[src/rtl/mem_port_arbiter_if.sv]
// mem_port_arbiter_if: bundle of the fetch port, the load/store port and the
// RAM macro port that meet at mem_port_arbiter.
//   slave  : the arbiter's view (takes requests, drives grants/responses/RAM).
//   master : the surrounding view (IF/MEM stages plus the RAM macro).
// Ports: if_* fetch handshake, d_* load/store handshake, ram_* RAM macro pins.
interface mem_port_arbiter_if #(
  parameter int unsigned ADDR_W = 14
);

  // Instruction-fetch port
  logic              if_req;
  logic [31:0]       if_addr;
  logic              if_gnt;
  logic              if_rvalid;
  logic [31:0]       if_rdata;

  // MEM-stage load/store port
  logic              d_req;
  logic              d_we;
  logic [31:0]       d_addr;
  logic [31:0]       d_wdata;
  logic [2:0]        d_rw_op;
  logic              d_gnt;
  logic              d_rvalid;
  logic [31:0]       d_rdata;
  logic              d_misalign;

  // RAM macro port
  logic              ram_en;
  logic [3:0]        ram_we;
  logic [ADDR_W-1:0] ram_addr;
  logic [31:0]       ram_wdata;
  logic [31:0]       ram_rdata;

  modport slave (
    input  if_req, if_addr,
    output if_gnt, if_rvalid, if_rdata,
    input  d_req, d_we, d_addr, d_wdata, d_rw_op,
    output d_gnt, d_rvalid, d_rdata, d_misalign,
    output ram_en, ram_we, ram_addr, ram_wdata,
    input  ram_rdata
  );

  modport master (
    output if_req, if_addr,
    input  if_gnt, if_rvalid, if_rdata,
    output d_req, d_we, d_addr, d_wdata, d_rw_op,
    input  d_gnt, d_rvalid, d_rdata, d_misalign,
    input  ram_en, ram_we, ram_addr, ram_wdata,
    output ram_rdata
  );

endinterface

[src/rtl/mem_port_arbiter.sv]
// mem_port_arbiter: shares one single-port synchronous RAM between the
// instruction-fetch port and the MEM-stage load/store port. One grant per
// cycle (data preferred, fetch protected by a starvation counter), byte-lane
// steering for stores, and one-cycle-later read responses with load
// extraction and sign/zero extension chosen by funct3.
// Ports:
//   clk     : rising-edge clock
//   rst_n   : synchronous active-low reset
//   bus_io  : mem_port_arbiter_if.slave (fetch, load/store and RAM ports)
// Grants and ram_* are combinational from the requests and registered state;
// rvalid/rdata are decoded from the registered response-owner state.
module mem_port_arbiter #(
  parameter int unsigned ADDR_W   = 14,
  parameter int unsigned MAX_WAIT = 2
) (
  input  logic                  clk,
  input  logic                  rst_n,
  mem_port_arbiter_if.slave     bus_io
);

  localparam int unsigned WAIT_W = 3;
  localparam int unsigned DATA_W = 32;

  typedef enum logic [1:0] {
    IDLE    = 2'd0,
    RESP_IF = 2'd1,
    RESP_D  = 2'd2
  } state_e;

  state_e              state_q, state_d;
  logic [WAIT_W-1:0]   wait_cnt_q, wait_cnt_d;
  logic [2:0]          rsp_op_q, rsp_op_d;
  logic [1:0]          rsp_off_q, rsp_off_d;
  logic                rsp_zero_q, rsp_zero_d;

  logic                d_fault_c;
  logic                if_starved_c;
  logic                if_gnt_c;
  logic                d_gnt_c;
  logic                ram_en_c;
  logic [3:0]          ram_we_c;
  logic [ADDR_W-1:0]   ram_addr_c;
  logic [DATA_W-1:0]   ram_wdata_c;
  logic                if_rvalid_c;
  logic                d_rvalid_c;
  logic [DATA_W-1:0]   rsp_shift_c;
  logic [DATA_W-1:0]   load_ext_c;
  logic [DATA_W-1:0]   d_rdata_c;

  // Address bits that never reach the RAM word address.
  logic                unused_addr_bits;
  assign unused_addr_bits = ^{bus_io.if_addr[DATA_W-1:ADDR_W+2],
                              bus_io.if_addr[1:0],
                              bus_io.d_addr[DATA_W-1:ADDR_W+2]};

  // Misaligned halfword/word accesses and unused funct3 codes are faults.
  always_comb begin
    d_fault_c = 1'b1;
    unique case (bus_io.d_rw_op)
      3'b000, 3'b100: d_fault_c = 1'b0;
      3'b001, 3'b101: d_fault_c = bus_io.d_addr[0];
      3'b010:         d_fault_c = |bus_io.d_addr[1:0];
      default:        d_fault_c = 1'b1;
    endcase
  end

  // Data wins a collision unless fetch has already waited MAX_WAIT cycles.
  assign if_starved_c = (wait_cnt_q == WAIT_W'(MAX_WAIT));
  assign d_gnt_c      = rst_n & bus_io.d_req & ~(bus_io.if_req & if_starved_c);
  assign if_gnt_c     = rst_n & bus_io.if_req & ~d_gnt_c;

  // RAM drive for the granted port; a faulting data access never touches RAM.
  always_comb begin
    ram_en_c    = 1'b0;
    ram_we_c    = 4'b0000;
    ram_addr_c  = '0;
    ram_wdata_c = '0;
    if (if_gnt_c) begin
      ram_en_c   = 1'b1;
      ram_addr_c = bus_io.if_addr[ADDR_W+1:2];
    end else if (d_gnt_c && !d_fault_c) begin
      ram_en_c   = 1'b1;
      ram_addr_c = bus_io.d_addr[ADDR_W+1:2];
      if (bus_io.d_we) begin
        // Size is funct3[1:0]; replicated data lets the RAM pick any lane.
        unique case (bus_io.d_rw_op[1:0])
          2'b00: begin
            ram_we_c    = 4'b0001 << bus_io.d_addr[1:0];
            ram_wdata_c = {4{bus_io.d_wdata[7:0]}};
          end
          2'b01: begin
            ram_we_c    = 4'b0011 << bus_io.d_addr[1:0];
            ram_wdata_c = {2{bus_io.d_wdata[15:0]}};
          end
          2'b10: begin
            ram_we_c    = 4'b1111;
            ram_wdata_c = bus_io.d_wdata;
          end
          default: begin
            ram_we_c    = 4'b0000;
            ram_wdata_c = '0;
          end
        endcase
      end
    end
  end

  // Next-state: response owner, starvation counter and load-response context.
  always_comb begin
    state_d    = IDLE;
    wait_cnt_d = '0;
    rsp_op_d   = rsp_op_q;
    rsp_off_d  = rsp_off_q;
    rsp_zero_d = rsp_zero_q;

    if (bus_io.if_req && !if_gnt_c) begin
      wait_cnt_d = if_starved_c ? wait_cnt_q : wait_cnt_q + WAIT_W'(1);
    end

    if (if_gnt_c) begin
      state_d = RESP_IF;
    end else if (d_gnt_c && !bus_io.d_we) begin
      state_d    = RESP_D;
      rsp_op_d   = bus_io.d_rw_op;
      rsp_off_d  = bus_io.d_addr[1:0];
      rsp_zero_d = d_fault_c;
    end
  end

  // State register with synchronous reset.
  always_ff @(posedge clk) begin
    if (!rst_n) begin
      state_q    <= IDLE;
      wait_cnt_q <= '0;
      rsp_op_q   <= '0;
      rsp_off_q  <= '0;
      rsp_zero_q <= 1'b0;
    end else begin
      state_q    <= state_d;
      wait_cnt_q <= wait_cnt_d;
      rsp_op_q   <= rsp_op_d;
      rsp_off_q  <= rsp_off_d;
      rsp_zero_q <= rsp_zero_d;
    end
  end

  // Holding reset low suppresses a response still owed from the prior cycle.
  assign if_rvalid_c = rst_n & (state_q == RESP_IF);
  assign d_rvalid_c  = rst_n & (state_q == RESP_D);

  // Load extraction: bring the addressed lane down to bit 0, then extend.
  assign rsp_shift_c = bus_io.ram_rdata >> {rsp_off_q, 3'b000};

  always_comb begin
    load_ext_c = '0;
    unique case (rsp_op_q)
      3'b000:  load_ext_c = {{24{rsp_shift_c[7]}},  rsp_shift_c[7:0]};
      3'b001:  load_ext_c = {{16{rsp_shift_c[15]}}, rsp_shift_c[15:0]};
      3'b010:  load_ext_c = rsp_shift_c;
      3'b100:  load_ext_c = {24'd0, rsp_shift_c[7:0]};
      3'b101:  load_ext_c = {16'd0, rsp_shift_c[15:0]};
      default: load_ext_c = '0;
    endcase
  end

  assign d_rdata_c = (d_rvalid_c && !rsp_zero_q) ? load_ext_c : '0;

  assign bus_io.if_gnt     = if_gnt_c;
  assign bus_io.d_gnt      = d_gnt_c;
  assign bus_io.d_misalign = d_gnt_c & d_fault_c;
  assign bus_io.ram_en     = ram_en_c;
  assign bus_io.ram_we     = ram_we_c;
  assign bus_io.ram_addr   = ram_addr_c;
  assign bus_io.ram_wdata  = ram_wdata_c;
  assign bus_io.if_rvalid  = if_rvalid_c;
  assign bus_io.if_rdata   = if_rvalid_c ? bus_io.ram_rdata : '0;
  assign bus_io.d_rvalid   = d_rvalid_c;
  assign bus_io.d_rdata    = d_rdata_c;

endmodule
[src/flat_wrapper.sv]
// flat-port wrapper written by rule: the top's interface ports become plain ports
module mem_port_arbiter_flat 
#(
  parameter int unsigned ADDR_W   = 14,
  parameter int unsigned MAX_WAIT = 2
)
  (clk, rst_n, bus_io_if_req, bus_io_if_addr, bus_io_if_gnt, bus_io_if_rvalid, bus_io_if_rdata, bus_io_d_req, bus_io_d_we, bus_io_d_addr, bus_io_d_wdata, bus_io_d_rw_op, bus_io_d_gnt, bus_io_d_rvalid, bus_io_d_rdata, bus_io_d_misalign, bus_io_ram_en, bus_io_ram_we, bus_io_ram_addr, bus_io_ram_wdata, bus_io_ram_rdata);
  mem_port_arbiter_if #(.ADDR_W(ADDR_W)) bus_io_i ();
  input  logic clk;
  input  logic rst_n;
  input wire logic [$bits(bus_io_i.if_req)-1:0] bus_io_if_req;
  input wire logic [$bits(bus_io_i.if_addr)-1:0] bus_io_if_addr;
  output wire logic [$bits(bus_io_i.if_gnt)-1:0] bus_io_if_gnt;
  output wire logic [$bits(bus_io_i.if_rvalid)-1:0] bus_io_if_rvalid;
  output wire logic [$bits(bus_io_i.if_rdata)-1:0] bus_io_if_rdata;
  input wire logic [$bits(bus_io_i.d_req)-1:0] bus_io_d_req;
  input wire logic [$bits(bus_io_i.d_we)-1:0] bus_io_d_we;
  input wire logic [$bits(bus_io_i.d_addr)-1:0] bus_io_d_addr;
  input wire logic [$bits(bus_io_i.d_wdata)-1:0] bus_io_d_wdata;
  input wire logic [$bits(bus_io_i.d_rw_op)-1:0] bus_io_d_rw_op;
  output wire logic [$bits(bus_io_i.d_gnt)-1:0] bus_io_d_gnt;
  output wire logic [$bits(bus_io_i.d_rvalid)-1:0] bus_io_d_rvalid;
  output wire logic [$bits(bus_io_i.d_rdata)-1:0] bus_io_d_rdata;
  output wire logic [$bits(bus_io_i.d_misalign)-1:0] bus_io_d_misalign;
  output wire logic [$bits(bus_io_i.ram_en)-1:0] bus_io_ram_en;
  output wire logic [$bits(bus_io_i.ram_we)-1:0] bus_io_ram_we;
  output wire logic [$bits(bus_io_i.ram_addr)-1:0] bus_io_ram_addr;
  output wire logic [$bits(bus_io_i.ram_wdata)-1:0] bus_io_ram_wdata;
  input wire logic [$bits(bus_io_i.ram_rdata)-1:0] bus_io_ram_rdata;
  assign bus_io_i.if_req = bus_io_if_req;
  assign bus_io_i.if_addr = bus_io_if_addr;
  assign bus_io_if_gnt = bus_io_i.if_gnt;
  assign bus_io_if_rvalid = bus_io_i.if_rvalid;
  assign bus_io_if_rdata = bus_io_i.if_rdata;
  assign bus_io_i.d_req = bus_io_d_req;
  assign bus_io_i.d_we = bus_io_d_we;
  assign bus_io_i.d_addr = bus_io_d_addr;
  assign bus_io_i.d_wdata = bus_io_d_wdata;
  assign bus_io_i.d_rw_op = bus_io_d_rw_op;
  assign bus_io_d_gnt = bus_io_i.d_gnt;
  assign bus_io_d_rvalid = bus_io_i.d_rvalid;
  assign bus_io_d_rdata = bus_io_i.d_rdata;
  assign bus_io_d_misalign = bus_io_i.d_misalign;
  assign bus_io_ram_en = bus_io_i.ram_en;
  assign bus_io_ram_we = bus_io_i.ram_we;
  assign bus_io_ram_addr = bus_io_i.ram_addr;
  assign bus_io_ram_wdata = bus_io_i.ram_wdata;
  assign bus_io_i.ram_rdata = bus_io_ram_rdata;
  mem_port_arbiter #(.ADDR_W(ADDR_W), .MAX_WAIT(MAX_WAIT)) u_core (.clk(clk), .rst_n(rst_n), .bus_io(bus_io_i));
endmodule
[config.mk]
export PLATFORM = sky130hd
export DESIGN_NAME = mem_port_arbiter_flat
export DESIGN_NICKNAME = d
export VERILOG_FILES = /design/src/rtl/mem_port_arbiter_if.sv /design/src/rtl/mem_port_arbiter.sv /design/src/flat_wrapper.sv
export SDC_FILE = /design/constraint.sdc
export NUM_CORES = 1
export LEC_CHECK = 0
export BUFFER_PORTS_ARGS = -buffer_cell sky130_fd_sc_hd__buf_2
export CAP_MARGIN = 25
export CORE_ASPECT_RATIO = 0.9
export CORE_MARGIN = 2
export CORE_UTILIZATION = 25
export DETAILED_ROUTE_END_ITERATION = 10
export PLACE_DENSITY = 0.73
export SYNTH_ARGS = -nofsm -noshare
export SYNTH_HDL_FRONTEND = slang
export SYNTH_SLANG_ARGS = --single-unit
[constraint.sdc]
create_clock -name clk -period 2.2 [get_ports clk]
set_input_delay 0.44 -clock clk [delete_from_list [all_inputs] [get_ports clk]]
set_output_delay 0.44 -clock clk [all_outputs]
set_load 0.05 [all_outputs]
==> results.toml, run 1 <==
[run_status]
outcome = "finished with violations"
violations = "setup timing"

[critical_path]
rr_endpoint = "u_core.rsp_off_q[1]"
ff2ff_setup_slack_ps = 590
reg2reg_depth = 8
crit_arrival_ps = 2060
crit_fanout = 11
start_kind = "input port"
required_ps = 1760
r2r_start = "u_core.wait_cnt_q[0]"
end_kind = "output pin"
worstSetupPathType = "input port to output pin"

[clocking]
htreeDepth = 1
insertion_delay_ps = 240
cts_tree = "built"
cts_made_buffers = 3
clk_pin_slew_ps = 50
cts_sinks = 11
clockBufferDepth = 2
cts_root_buf = "clkbuf_8"
ctsHoldBuffers = 0

[final_layout]
syn2layout_area_growth_pct = 138.1
nets = 724
fillers = 711
mostFrequentLayoutCells = "buf_2, buf_4, buf_6"
fin_util_pct = 61.76
drive_gt1_share_pct = 68.89
finalNonFillerCells = 705
final_common_cell = "buf_2"

[sta]
worst_slack_ps = -302.3
rsz0062_at_grt = "yes"
slew_viol_final = 0
min_period_ps = 2502
setup_viol = 75
hold_ws_ps = 474.8
hold_viol = 0
fmax_ghz = 0.3996
worstMarginPinSlew_ps = 441.9
clock_skew_ps = 3.262
relSlewSlack_pct = 70.48
finalCritPeriodShare_pct = 113.7

[place]
hpwl_um = 8577
io_buffers = 221
dp.cells = 691
gp_congestion = 0.9146

[synth]
ys.flop_type = "dfxtp_1"
synth_edf_count = 0
yosys_warnings = 0
synthCells = 335
synth-seq-cells = 11
netlist_area_sq_um = 2243
avgSynthCellArea_sq_um = 6.697
syn_nets = 473
yosysSeqAreaShare_pct = 9.816
synth.distinct_cells = 42
synth-async-reset-ratio_pct = 0

[drt]
vias = 3543
first_pass_iters = 4
via_per_inst = 5.026
antenna_left = 0
wl_per_cell_um = 17.19
totalWireLength_um = 12120
drc = 0
drt_iter0_drc = 172

[grt]
grt_pass1_wl_um = 17660
grt_remaining_overflow = 0
grt_max_degree = 34
grt_use_total_pct = 22.04
first_global_vias = 3463
antenna_found_initial = 2

[power]
power.total_mw = 1.289
ir_drop_uv = 237.1
powerDensity_nw_per_um2 = 241.4
leakage_nw = 2.377

[floorplanning]
io_pins = 256
placementRows = 32
die-area_sq_um = 9749
core_sq_um = 8648
start_util_pct = 25.94
die_y_um = 93.87
die_w_um = 103.9

[hold_path]
min_path_type = "input port to register"
hold_path_depth = 3
whs_endpoint = "u_core.rsp_op_q[2]"
min_from = "bus_io_d_rw_op[2]"

[job]
cap_violations = 0
## routing by layer
metal	GRT usage (%)	part of all wire, %
met5	0	0.091
met4	4.392	2.0
met3	3.953	5.2
met2	38.82	51
met1	28.36	41
## cell type report
class,count,area (sq um),area share (%)
Inverter,6,22.52,0.4216
Tap cell,119,148.9,2.788
Clock buffer,4,45.04,0.8433
Antenna cell,1,2.502,0.04685
Multi-Input combinational cell,291,2708,50.69
Timing Repair Buffer,273,2187,40.95
Sequential cell,11,227.7,4.263
## worst max path at each step
stage	start	endpoint	slack (ps)	cells after the start
after global placement	bus_io_d_rw_op[2]	bus_io_ram_wdata[0]	-400	6
after detailed placement	bus_io_d_rw_op[2]	bus_io_ram_wdata[1]	-420	6
after floorplan	bus_io_d_rw_op[0]	bus_io_ram_wdata[21]	-370	6
after CTS	bus_io_d_addr[1]	bus_io_ram_wdata[23]	-290	7
after global routing	bus_io_d_addr[1]	bus_io_ram_wdata[8]	-370	7
final	bus_io_d_addr[1]	bus_io_ram_wdata[21]	-300	7
## timing repair
item                       in CTS  in global routing
setup buffers                   7                  1
resized for setup             197                 46
cloned                          1                  0
setup endpoints to repair      83                 85
pin swaps                      14                  8
## Yosys cell counts, drive strengths merged, types with 3 or more instances
master	instances	area share, %
clkbuf	17	2.8
a21oi	44	12
dfxtp	11	9.8
buf	10	2.6
a21o	10	3.3
a22o	14	5.5
nor2	27	4.6
nand2b	8	2.2
a211oi	15	5.6
nand3	4	1.5
o21ai	26	5.8
and2	48	13
mux2i	27	12
or2	3	0.84
nor2b	15	4.2
inv	6	1.0
nand2	30	5.0
## state kept, by name, indices dropped and copies added (netlist names)
signal and flops:
u_core.rsp_zero_q 1, u_core.wait_cnt_q 3, u_core.state_q 2, u_core.rsp_op_q 3
u_core.rsp_off_q 2
## power by group
group	internal, mW	total, mW	switching, mW
logic	0.342	0.868	0.526
registers	0.206	0.212	0.00675
clock network	0.128	0.208	0.0809
total	0.676	1.29	0.614
## worst max-delay path, cell delays in order
cell and delay, ps:
buf_6 90, or4_4 540, a211oi_4 310, nand3_4 160, buf_12 200, a21oi_4 130
buf_6 180
## metrics by stage
step / setup TNS [ps] / area (sq um) / setup slack [ps]
2_1_floorplan: -14600 / 2937 / -366.4
3_3_place_gp: -19390 / 4367 / -395.3
3_5_place_dp: -20140 / 4367 / -420.9
4_1_cts: -14370 / 5112 / -286.6
5_1_grt: -21330 / 5341 / -366.7
6_report: -17670 / 5341 / -302.3
## kinds of logic after synthesis
logic type               share of synthesized area (%)
AND/OR/NAND/NOR                                  35.81
AO/OA/AOI/OAI                                    34.30
adder cells (fa/ha/maj)                          1.115
multiplexers                                     12.55
flip-flops                                       9.816
buffers and inverters                            6.413
No activity file was read; power rests on OpenSTA's default activity.
==> run 2, diff against run 1 <==
--- a/config.mk
+++ b/config.mk
@@ -5,7 +5,7 @@
 export SDC_FILE = /design/constraint.sdc
 export NUM_CORES = 1
 export LEC_CHECK = 0
-export BUFFER_PORTS_ARGS = -buffer_cell sky130_fd_sc_hd__buf_2
+export BUFFER_PORTS_ARGS = -buffer_cell sky130_fd_sc_hd__buf_4
 export CAP_MARGIN = 25
 export CORE_ASPECT_RATIO = 0.9
 export CORE_MARGIN = 2
==> run 2 against run 1 <==
The flow still finishes with violations (setup timing); global-route usage is 0.73 points higher; clock power is 2% lower; sequential share of layout area decreased by 0.22 points; cell count grew 0.28%; non-clock buffer count rose by 2; critical endpoint is now bus_io_ram_we[2]; largest power group unchanged; highest routed layer is now met4.
==> results.toml, run 2 (synthesized netlist as in run 1, its figures left out) <==
[clocking]
clk_pin_slew_ps = 50
htreeDepth = 1
insertion_delay_ps = 240
cts_root_buf = "clkbuf_8"
clockBufferDepth = 2
cts_sinks = 11
cts_made_buffers = 3
cts_tree = "built"
ctsHoldBuffers = 0

[grt]
grt_pass1_wl_um = 18150
antenna_found_initial = 0
grt_remaining_overflow = 0
first_global_vias = 3495
grt_max_degree = 34
grt_use_total_pct = 22.77

[final_layout]
seq_area_sq_um = 227.7
reg.largest.list = "u_core.rsp_op_q x3, u_core.wait_cnt_q x3"
fillers = 703
multi_input_area_sq_um = 2635
nets = 727
final_common_cell = "buf_4"
fin_area_sq_um = 5630
diodes = 0
syn2layout_area_growth_pct = 151.0
mostFrequentLayoutCells = "buf_4, buf_6, and2_1"
drive_gt1_share_pct = 68.03

[sta]
setup_viol = 75
relSlewSlack_pct = 74.00
rsz0062_at_grt = "yes"
tns_ps = -15670
worstMarginPinSlew_ps = 379.1
worst_slack_ps = -299.1
hold_ws_ps = 471.9
hold_viol = 0
slew_viol_final = 0
clock_skew_ps = 1.223
fmax_ghz = 0.4001
min_period_ps = 2499
finalCritPeriodShare_pct = 113.6

[job]
cap_violations = 0

[hold_path]
whs_endpoint = "u_core.rsp_op_q[2]"
min_path_type = "input port to register"
hold_path_depth = 3
min_from = "bus_io_d_rw_op[2]"

[critical_path]
slowest_delay_ps = 540
required_ps = 1760
crit_fanout = 18
worstSetupPathType = "input port to output pin"
crit_arrival_ps = 2060
reg2reg_depth = 8
rr_endpoint = "u_core.rsp_zero_q"
ff2ff_setup_slack_ps = 540
crit_chain = "buf_6 -> or4_4 -> a211oi_4 -> nand3_4 -> buf_12 -> a21oi_2 -> buf_6"
r2r_start = "u_core.wait_cnt_q[0]"
end_kind = "output pin"
worstSetupPathDepth = 7
start_kind = "input port"
path_delay_family = "simple AND/OR/NAND/NOR gates"
slowest_stage = "or4_4"
crit_path_frequent_cell = "buf_6"
crit_buf_inv = 3

[power]
leakage_nw = 2.461
power.total_mw = 1.338
ir_drop_uv = 198.9
powerDensity_nw_per_um2 = 237.6

[place]
hpwl_um = 8920
place_area_sq_um = 4892
gp_congestion = 0.9436
io_buffers = 221
place_ws_ps = -375.3

[floorplanning]
die-area_sq_um = 9749
die_w_um = 103.9
die_y_um = 93.87
placementRows = 32
io_pins = 256
start_util_pct = 25.94
core_sq_um = 8648

[drt]
vias = 3515
wl_per_cell_um = 17.27
totalWireLength_um = 12210
drc = 0
drt_iter0_drc = 119
first_pass_iters = 4
antenna_left = 0
via_per_inst = 4.972

[run_status]
violations = "setup timing"
outcome = "finished with violations"
## run 2: cell count changes in the layout (fill, tap and decap cells not counted), moves of 5 or more
cell | before | now
mux2i_4 | 6 | 0
buf_8 | 26 | 21
buf_6 | 46 | 61
buf_4 | 55 | 185
buf_2 | 137 | 0
## run 2: worst max-delay path by stage
stage | from | end | slack (ps)
2_1_floorplan | bus_io_d_rw_op[0] | bus_io_ram_wdata[21] | -370
3_3_place_gp | bus_io_d_addr[1] | bus_io_ram_wdata[0] | -340
3_5_place_dp | bus_io_d_addr[1] | bus_io_ram_wdata[1] | -380
4_1_cts | bus_io_d_addr[1] | bus_io_ram_we[2] | -300
5_1_grt | bus_io_d_addr[1] | bus_io_ram_we[2] | -360
6_report | bus_io_d_addr[1] | bus_io_ram_we[2] | -300
## run 2: per-stage QoR
stage	util, %	instances
floorplan	-	335
global placement	56.57	689
detailed placement	56.57	689
CTS	63.22	702
global route	65.10	707
finish	65.10	707
## run 2: where the power goes
group	internal (mW)	switching, mW
combinational	0.398	0.523
sequential	0.206	0.00700
clock	0.127	0.0768
total	0.731	0.607
## run 2: cell type report
class	instances	area share (%)
timing repair buffer	275	45.31
sequential	11	4.044
clock buffer	4	0.8000
multi-input combinational	292	46.80
tap	119	2.644
inverter	6	0.4000
## run 2: worst reg2reg max path: stages (launching register included)
cell and delay, ps:
dfxtp_1 330, inv_1 50, ha_1 200, and3b_2 240, buf_4 160, nor3_2 100, buf_4 190, mux2i_1 200
and2_1 130
## run 2: repair_timing
item,in CTS,in global routing
pin swaps,19,6
gates resized for setup,121,28
setup buffers,7,6
gates cloned,2,0
setup endpoints to repair,83,84
## run 2: routing by layer
metal / part of all wire, % / GRT usage [%] / routed length (um) / vias to the layer above
met5: 0 / 0 / 0 / -
met4: 1.2 / 2.928 / 146 / 0
met3: 5.2 / 4.924 / 631 / 17
met2: 53 / 41.06 / 6438 / 115
met1: 41 / 28.67 / 4990 / 1699
li1: - / - / - / 1684
==> run 3, diff against run 2 <==
--- a/config.mk
+++ b/config.mk
@@ -12,6 +12,7 @@
 export CORE_UTILIZATION = 25
 export DETAILED_ROUTE_END_ITERATION = 10
 export PLACE_DENSITY = 0.73
+export SKIP_CTS_REPAIR_TIMING = 1
 export SYNTH_ARGS = -nofsm -noshare
 export SYNTH_HDL_FRONTEND = slang
 export SYNTH_SLANG_ARGS = --single-unit
==> run 3 against run 2 <==
The flow still finishes with violations (setup timing); core utilization rose by 1.1 points; clock power barely moved; sequential cell count stayed put; sequential power about the same; power rose by 1.8%; register-to-register slack worse by 80 ps; global-route usage decreased by 2.1 points; critical endpoint unchanged; worst setup slack got worse by 15 ps.
==> results.toml, run 3 (synthesized netlist as in run 1, its figures left out) <==
[run_status]
outcome = "finished with violations"
violations = "setup timing"

[floorplanning]
die-area_sq_um = 9749
die_w_um = 103.9
core_sq_um = 8648
io_pins = 256
placementRows = 32
die_y_um = 93.87
start_util_pct = 25.94

[power]
powerDensity_nw_per_um2 = 237.8
swShare_pct = 45.10
power.net_switching_mw = 0.6144
leakage_nw = 2.500
seq_power_share_pct = 15.7
intPower_mw = 0.7479
ir_drop_uv = 219.5
power_frac_clock_pct = 15.0
pwr-share-comb_pct = 69.3

[grt]
antenna_found_initial = 0
grt_pass1_wl_um = 16520
first_global_vias = 3201
grt_use_total_pct = 20.63
grt_remaining_overflow = 0
grt_max_degree = 34

[clocking]
cts_tree = "built"
clockBufferDepth = 2
htreeDepth = 1
clk_pin_slew_ps = 50
cts_made_buffers = 3
cts_root_buf = "clkbuf_8"
cts_sinks = 11
insertion_delay_ps = 240

[critical_path]
r2r_start = "u_core.wait_cnt_q[0]"
slowest_stage = "or4_4"
cp-startpoint = "bus_io_d_addr[1]"
reg2reg_depth = 9
slowest_delay_ps = 540
ff2ff_setup_slack_ps = 460
critPathCapture = "bus_io_ram_we[2]"
worstSetupPathType = "input port to output pin"
crit_fanout = 18
start_kind = "input port"
end_kind = "output pin"
rr_endpoint = "u_core.rsp_op_q[2]"
crit_chain = "buf_6 -> or4_4 -> a211oi_4 -> buf_6 -> nand3_4 -> buf_12 -> a21oi_2 -> buf_6"
crit_path_frequent_cell = "buf_6"
crit_arrival_ps = 2070
required_ps = 1760

[final_layout]
final_common_cell = "buf_4"
drive_gt1_share_pct = 68.84
diodes = 0
fillers = 685
fin_area_sq_um = 5729
mostFrequentLayoutCells = "buf_4, buf_6, and2_1"
nets = 723
reg.largest.list = "u_core.rsp_op_q x3, u_core.wait_cnt_q x3"
syn2layout_area_growth_pct = 155.4

[place]
place_area_sq_um = 4892
gp_congestion = 0.9436
place_ws_ps = -375.3
io_buffers = 221
hpwl_um = 8920

[drt]
drt_iter0_drc = 155
totalWireLength_um = 12270
wl_per_cell_um = 17.45
vias = 3515
via_per_inst = 5.000
drc = 0
first_pass_iters = 4
antenna_left = 0

[sta]
finalCritPeriodShare_pct = 114.3
relSlewSlack_pct = 74.87
tns_ps = -15420
min_period_ps = 2514
hold_ws_ps = 492.6
rsz0062_at_grt = "yes"
slew_viol_final = 0
hold_viol = 0
worst_slack_ps = -313.6
worstMarginPinSlew_ps = 366.4
setup_viol = 75
fmax_ghz = 0.3978
clock_skew_ps = 3.711

[hold_path]
min_path_type = "input port to register"

[job]
cap_violations = 0
run 3: cell count changes in the layout (fill, tap and decap cells not counted), sizes merged:
cell / before / now
buf: 275 / 270
clkbuf: 4 / 6
nor2: 28 / 27
run 3: cell type report:
| cell class | count | area [sq um] | share of cell area (%) |
|---|---|---|---|
| Multi-Input combinational cell | 291 | 2706 | 47.24 |
| Timing Repair Buffer | 272 | 2577 | 44.99 |
| Sequential cell | 11 | 229.0 | 3.997 |
| Tap cell | 119 | 148.9 | 2.599 |
| Clock buffer | 4 | 45.04 | 0.7862 |
| Inverter | 6 | 22.52 | 0.3931 |
run 3: worst min-delay path by stage:
| stage | cells past startpoint | slack [ps] | startpoint | end |
|---|---|---|---|---|
| 3_5_place_dp | 2 | 520 | u_core.wait_cnt_q[0] | u_core.wait_cnt_q[0] |
| 5_1_grt | 2 | 500 | bus_io_d_req | u_core.wait_cnt_q[2] |
| 2_1_floorplan | 1 | 420 | u_core.wait_cnt_q[0] | u_core.wait_cnt_q[0] |
| 3_3_place_gp | 2 | 490 | u_core.wait_cnt_q[0] | u_core.wait_cnt_q[0] |
| 6_report | 3 | 490 | bus_io_d_req | u_core.wait_cnt_q[0] |
| 4_1_cts | 2 | 490 | bus_io_d_req | u_core.wait_cnt_q[2] |
run 3: power groups by stage:
stage / clock network [mW] / logic (mW) / registers (mW)
2_1_floorplan: 0 / 0.492 / 0.214
3_3_place_gp: 0 / 0.812 / 0.215
3_5_place_dp: 0 / 0.824 / 0.216
4_1_cts: 0.205 / 0.826 / 0.212
5_1_grt: 0.215 / 0.992 / 0.214
6_report: 0.204 / 0.945 / 0.213
run 3: through the flow:
step           total power, mW  utilization (%)  std cells
2_1_floorplan           0.7065                -        335
3_3_place_gp             1.028            56.57        689
3_5_place_dp             1.040            56.57        689
4_1_cts                  1.243            57.09        693
5_1_grt                  1.421            66.25        703
6_report                 1.362            66.25        703
run 3: critical path, delay by kind of cell:
family / cells / cell delay, ps
AND/OR/NAND/NOR: 2 / 640
buffers and inverters: 4 / 610
AO/OA/AOI/OAI: 2 / 370
run 3: per-layer routing:
| layer | GRT usage [%] | vias to the layer above | part of all wire (%) |
|---|---|---|---|
| met5 | 0 | - | 0 |
| met4 | 2.928 | 0 | 0.83 |
| met3 | 3.537 | 11 | 4.9 |
| met1 | 27.57 | 1703 | 41 |
| li1 | - | 1681 | - |
| met2 | 35.69 | 120 | 53 |
